### config.mk
export PLATFORM = sky130hd
export DESIGN_NAME = tdc_pop_accum
export DESIGN_NICKNAME = d
export VERILOG_FILES = /design/src/rtl/tdc_pop_accum.sv
export SDC_FILE = /design/constraint.sdc
export NUM_CORES = 1
export LEC_CHECK = 0
export CAP_MARGIN = 30
export CORE_ASPECT_RATIO = 1.1
export CORE_MARGIN = 2
export CORE_UTILIZATION = 40
export DETAILED_ROUTE_END_ITERATION = 10
export GPL_ROUTABILITY_DRIVEN = 0
export PLACE_DENSITY = 0.71
export SLEW_MARGIN = 5
export SYNTH_ARGS = -nofsm -noshare
export SYNTH_HDL_FRONTEND = slang
export SYNTH_SLANG_ARGS = --single-unit
### constraint.sdc
create_clock -name clk -period 4.15 [get_ports clk]
set_input_delay 0.6225 -clock clk [delete_from_list [all_inputs] [get_ports clk]]
set_output_delay 0.6225 -clock clk [all_outputs]
set_load 0.03 [all_outputs]
### src/rtl/tdc_pop_accum.sv
// -----------------------------------------------------------------------------
// tdc_pop_accum
//
// Back end of the TDC popcount path. It sits after the 8-4 compressor bank and
// receives one 4-bit tap count per group of 8 delay-line taps.
//
//   stage 0     : register the group counts, clamping illegal values (9..15)
//                 to 8 and raising the sticky err flag
//   stage 1..LVL: registered binary adder tree. An odd-sized level passes its
//                 last element straight through, which is the same as adding
//                 a zero pad.
//   averaging   : accumulate 2^AVG_LOG2 consecutive codes and emit their
//                 truncated mean on avg_out. There is no dead cycle between
//                 averaging windows.
//
// Latency from a sampled cnt_valid to code_valid is 1+LVL cycles, and the
// pipeline accepts one sample per cycle. There is no backpressure.
//
// Optional feature (define TDC_POP_MINMAX_EN):
//   adds running code_min / code_max outputs. They are updated on every
//   code_valid. Reset and clear return them to all-ones and zero.
// -----------------------------------------------------------------------------
module tdc_pop_accum #(
    parameter int  NUM_GROUPS = 8,                          // 2..32
    parameter int  AVG_LOG2   = 2,                          // 0..6
    localparam int SUM_W      = $clog2(8*NUM_GROUPS+1),
    localparam int LVL        = $clog2(NUM_GROUPS)
) (
    input  logic                    clk,
    input  logic                    rst_n,
    input  logic                    clear,
    input  logic [4*NUM_GROUPS-1:0] cnt_in,
    input  logic                    cnt_valid,
    output logic [SUM_W-1:0]        code_out,
    output logic                    code_valid,
    output logic [SUM_W-1:0]        avg_out,
    output logic                    avg_valid,
    output logic                    err
`ifdef TDC_POP_MINMAX_EN
    ,
    output logic [SUM_W-1:0]        code_min,
    output logic [SUM_W-1:0]        code_max
`endif
);

    // Number of elements held at tree level k. Level 0 holds the groups, and
    // each following level holds half as many elements, rounded up.
    function automatic int lvl_len(input int k);
        return (NUM_GROUPS + (1 << k) - 1) >> k;
    endfunction

    // ------------------------------------------------------------------------
    // Input qualification
    // ------------------------------------------------------------------------
    logic [NUM_GROUPS-1:0]      grp_bad;
    logic [NUM_GROUPS-1:0][3:0] grp_clamped;
    logic                       take;

    // A sample is taken only when no flush is requested in the same cycle.
    assign take = cnt_valid & ~clear;

    // Flag each illegal group count and clamp it to the largest legal value, 8.
    always_comb begin
        // NOTE: defaults first, so every path assigns every bit and no latch is inferred.
        grp_bad     = '0;
        grp_clamped = '0;
        for (int g = 0; g < NUM_GROUPS; g++) begin
            grp_bad[g]     = cnt_in[4*g +: 4] > 4'd8;
            grp_clamped[g] = grp_bad[g] ? 4'd8 : cnt_in[4*g +: 4];
        end
    end

    // Sticky error flag. It is set by any illegal group in an accepted sample.
    // Only clear or reset can drop it.
    always_ff @(posedge clk or negedge rst_n) begin
        // NOTE: sequential state uses non-blocking assignments only, so every
        // register samples the values from before the clock edge.
        if (!rst_n) begin
            err <= 1'b0;
        end else if (clear) begin
            err <= 1'b0;
        end else if (cnt_valid && (|grp_bad)) begin
            err <= 1'b1;
        end
    end

    // ------------------------------------------------------------------------
    // Input register (level 0) and adder tree (levels 1..LVL)
    // ------------------------------------------------------------------------
    for (genvar k = 0; k <= LVL; k++) begin : g_lvl
        localparam int N = lvl_len(k);

        logic [SUM_W-1:0] d   [N];  // registered level contents
        logic [SUM_W-1:0] nxt [N];  // value loaded when the level advances
        logic             v;        // registered valid for this level
        logic             v_in;     // valid arriving from the level before

        if (k == 0) begin : g_src
            assign v_in = cnt_valid;
            for (genvar i = 0; i < N; i++) begin : g_node
                assign nxt[i] = SUM_W'(grp_clamped[i]);
            end
        end else begin : g_src
            assign v_in = g_lvl[k-1].v;
            for (genvar i = 0; i < N; i++) begin : g_node
                if (2*i+1 < lvl_len(k-1)) begin : g_pair
                    assign nxt[i] = g_lvl[k-1].d[2*i] + g_lvl[k-1].d[2*i+1];
                end else begin : g_pad
                    // Odd element with no partner. Adding a zero pad leaves it unchanged.
                    assign nxt[i] = g_lvl[k-1].d[2*i];
                end
            end
        end

        // Advance the level when its input is valid. Data holds otherwise, so
        // the last level keeps code_out steady between code_valid pulses.
        // clear drops the valid bit and whatever sample it qualified.
        always_ff @(posedge clk or negedge rst_n) begin
            if (!rst_n) begin
                v <= 1'b0;
                // NOTE: the tree data registers are reset as well as the valid
                // bits, so code_out reads 0 out of reset with no special case
                // for the last level.
                for (int i = 0; i < N; i++) begin
                    d[i] <= '0;
                end
            end else begin
                v <= v_in & ~clear;
                if (v_in && !clear) begin
                    d <= nxt;
                end
            end
        end
    end

    assign code_out   = g_lvl[LVL].d[0];
    assign code_valid = g_lvl[LVL].v;

    // ------------------------------------------------------------------------
    // Window averaging
    // ------------------------------------------------------------------------
    if (AVG_LOG2 == 0) begin : g_avg_pass
        // A window of one code: forward each code one cycle later.
        always_ff @(posedge clk or negedge rst_n) begin
            if (!rst_n) begin
                avg_valid <= 1'b0;
                avg_out   <= '0;
            end else begin
                avg_valid <= code_valid & ~clear;
                if (code_valid && !clear) begin
                    avg_out <= code_out;
                end
            end
        end
    end else begin : g_avg_win
        localparam int ACC_W = SUM_W + AVG_LOG2;

        logic [ACC_W-1:0]    acc;
        logic [ACC_W-1:0]    acc_sum;
        logic [AVG_LOG2-1:0] cnt;
        logic                last;

        // acc can hold 2^AVG_LOG2 full-scale codes, so this sum cannot overflow.
        assign acc_sum = acc + ACC_W'(code_out);
        assign last    = (cnt == {AVG_LOG2{1'b1}});

        // Accumulate codes. On the final code of a window, publish the mean
        // and restart from zero in the same cycle.
        always_ff @(posedge clk or negedge rst_n) begin
            if (!rst_n) begin
                acc       <= '0;
                cnt       <= '0;
                avg_out   <= '0;
                avg_valid <= 1'b0;
            end else if (clear) begin
                acc       <= '0;
                cnt       <= '0;
                avg_valid <= 1'b0;
            end else begin
                avg_valid <= code_valid & last;
                if (code_valid) begin
                    if (last) begin
                        avg_out <= SUM_W'(acc_sum >> AVG_LOG2);
                        acc     <= '0;
                        cnt     <= '0;
                    end else begin
                        acc     <= acc_sum;
                        cnt     <= cnt + AVG_LOG2'(1);
                    end
                end
            end
        end
    end

`ifdef TDC_POP_MINMAX_EN
    // ------------------------------------------------------------------------
    // Running extremes of code_out since the last reset or clear
    // ------------------------------------------------------------------------
    // Strict comparisons, so a code equal to an extreme leaves it unchanged.
    always_ff @(posedge clk or negedge rst_n) begin
        if (!rst_n) begin
            code_min <= '1;
            code_max <= '0;
        end else if (clear) begin
            code_min <= '1;
            code_max <= '0;
        end else if (code_valid) begin
            if (code_out < code_min) begin
                code_min <= code_out;
            end
            if (code_out > code_max) begin
                code_max <= code_out;
            end
        end
    end
`endif

endmodule

==> summary.txt <==
Outcome
  – Outcome: complete, no violations

Floorplan
  – Core ar.: 0.01209 mm2
  – Die width: 110.5 um
  – Num ports: 53
  – Die Ht: 121.1 um
  – Die area: 0.01337 mm2
  – Initial Util: 0.4125
  – Row count: 42

Worst hold path
  – Min-delay worst type: input pin to async pin

Yosys
  – Synthesized flop and latch total: 95
  – Largest family of logic cells by synthesized area: compound AO/OA/AOI/OAI gates
  – Synth cell types: 39
  – Net Count, Synth: 566
  – Synthesized instance count: 482
  – Post-synthesis adder-cell area fraction: 0.1325
  – Synth Area in XOR/XNOR: 0.04216
  – Synth warnings: 0
  – Asr flop ratio synth: 1.000
  – EDFF count, synth: 0
  – Yosys top cell area share: 0.4768
  – Simple-Gate Fraction of Synth Area: 0.1307
  – Post-synthesis mux area share: 0.04015
  – Register area share after synthesis: 0.4768
  – Avg Cell Area, Syn: 10.34 um2
  – Most used DFF post-synth: dfrtp_1
  – Mapped Area: 0.004986 mm2
  – Synth area leader: dfrtp_1
  – Largest cells by area after synthesis: dfrtp_1, ha_1, o21ai_0
  – Synth Area in Compound Gates: 0.1463

Critical path
  – Critical path capture point type: output port
  – Crit-path max FO: 17
  – Crit path DAT: 1.80 ns
  – Worst Path Class, Setup: register to output port
  – Worst path top cell family by delay: buffers and inverters
  – Startpoint types: register
  – Req. time, crit path: 3.53 ns
  – Buf/Inv on CP: 1
  – Max incr delay on CP: 0.78 ns
  – Critical path, cell by cell: clkdlybuf4s50_1
  – Worst path slowest cell: clkdlybuf4s50_1

Placement
  – Post-DP HPWL: 7434 um
  – # port buffers: 52
  – Setup WS pre-CTS: 1.621 ns
  – Placed Area: 0.005657 mm2

Global routing
  – Met1 GRT Util: 0.1777
  – Total grt overflow: 0
  – GRT met2 Usage: 0.2768
  – Vias in the first global route: 3555
  – Initial antenna violation count: 0
  – GRT Total Usage: 0.1527
  – First-pass GRT wire length: 16330 um
  – Most Used Layer, Global Route: met2
  – GRT met3 Usage: 0.03047
  – Maximum number of pins on one net before global-route repair: 69

CTS
  – Hold_buf cts: 0
  – Clk_lat worst skew: 0.35 ns
  – Post-CTS Resized: 0
  – Clock transition at path regs: 0.07 ns
  – Worst-case clock buffer depth: 2
  – CTS tree: done
  – Root Driver: clkbuf_16
  – Postcts setup bufs: 0
  – Clock Sinks: 95
  – TritonCTS Buffers: 9
  – CTS H-tree lvls: 3

Finish
  – Ant diodes: 0
  – Nets: 616
  – Layout cells sized above 1: 0.07276
  – Filler Cell Count: 1152
  – Most frequent cells in the layout: dfrtp_1, nand2_1, clkdlybuf4s50_1
  – Commonest non-fill, non-tap cell in the layout: dfrtp_1
  – Design area: 0.005956 mm2
  – P&R area growth vs syn: 19.45%

STA
  – F_max: 413.4 MHz
  – Slew @ Worst Pin: 0.8517 ns
  – PnR worst setup slack: 1.731 ns
  – Fin crit period: 2.419 ns
  – RSZ-0062 raised after global routing: no
  – Setup violations, final: 0
  – Max Slew Vio Count: 0
  – Final TNS setup: 0 ns
  – Clock skew: 0.008093 ns
  – Final Cycle Share: 0.5829
  – Hold Violations, Final: 0
  – Hold_ws: 0.3775 ns
  – Slew headroom: 0.4322

Route
  – Number of vias per cell: 5.062
  – Antenna viol nets, final: 0
  – DR DRC count: 0
  – DR iter-0 viols: 76
  – First-pass DRT Iterations: 4
  – Wire length per cell: 14.00 um
  – Routed wire length: 9660 um
  – Via count: 3493

Pwr
  – Net Sw Frac: 0.3200
  – Clk pwr share: 0.282
  – Pint: 2.017 mW
  – Comb power frac: 0.298
  – Leakage Power: 2.767 nW
  – PwrDens: 498.1 mW/mm2
  – Max rail drop VDD: 0.0002361 V
  – Sw power: 0.9492 mW
  – Reg power frac: 0.420
  – Tot Pwr: 2.966 mW

Flow run
  – Max_cap viols: 0
## worst paths after layout
check                             from       endpoint  slack [ns]  cells past startpoint
max in group asynchronous        rst_n  g_lvl[2].d[9]        2.89                      2
hold reg to reg             avg_out[6]     avg_out[6]        0.48                      2
setup reg to reg           code_out[0]     avg_out[4]        1.90                      7
min in group clk            avg_out[6]     avg_out[6]        0.48                      2
setup / recovery            code_valid     code_valid        1.73                      1
hold / removal                   rst_n    code_out[4]        0.38                      1
## power groups by stage
stage / combinational, mW / sequential (mW) / clock, mW
after floorplan: 0.565 / 1.28 / 0
after global placement: 0.846 / 1.26 / 0
after detailed placement: 0.887 / 1.27 / 0
after CTS: 0.896 / 1.25 / 0.851
after global routing: 1.01 / 1.27 / 0.883
final: 0.884 / 1.25 / 0.836
## routing by layer
metal	wire [um]	up-vias
met2	4879	70
met5	0	-
met4	144	0
li1	-	1758
met1	4287	1654
met3	348	11
## registers in the layout, summed over array words and instances, names as in the netlist
register       flops
code_valid         1
g_lvl.d           64
g_avg_win.cnt      2
avg_out            7
err                1
g_lvl.v            3
avg_valid          1
code_out           7
g_avg_win.acc      9
## synth_stat cells (all sizes together) (10+ instances only)
| cell type | instances |
|---|---|
| nand2b | 25 |
| xor2 | 14 |
| ha | 40 |
| o21ai | 65 |
| xnor2 | 10 |
| dfrtp | 95 |
| nand2 | 61 |
| nor2 | 18 |
| nand3b | 12 |
| a21oi | 22 |
| inv | 23 |
| clkbuf | 12 |
| mux2 | 16 |
## through the flow
stage | utilization | std cells
floorplan | - | 482
global placement | 0.4680 | 675
detailed placement | 0.4680 | 675
CTS | 0.4928 | 690
global route | 0.4928 | 690
finish | 0.4928 | 690
## kinds of logic (layout without fill, tap and decap cells)
logic type,Yosys count,count (layout)
AND/OR/NAND/NOR,133,133
flip-flops,95,95
XOR/XNOR,24,24
multiplexers,18,18
AO/OA/AOI/OAI,124,124
adder cells (fa/ha/maj),48,48
buffers and inverters,40,94
## final cells by class
cell class | count | area (um2) | share of cell area
multi-input combinational | 347 | 2452 | 0.4118
sequential | 95 | 2377 | 0.3992
clock buffer | 12 | 256.5 | 0.04307
clock inverter | 3 | 42.54 | 0.007143
inverter | 23 | 86.33 | 0.01450
timing repair buffer | 56 | 548.0 | 0.09202
tap | 154 | 192.7 | 0.03235
Note: power is estimated with default switching activity, not from simulation.
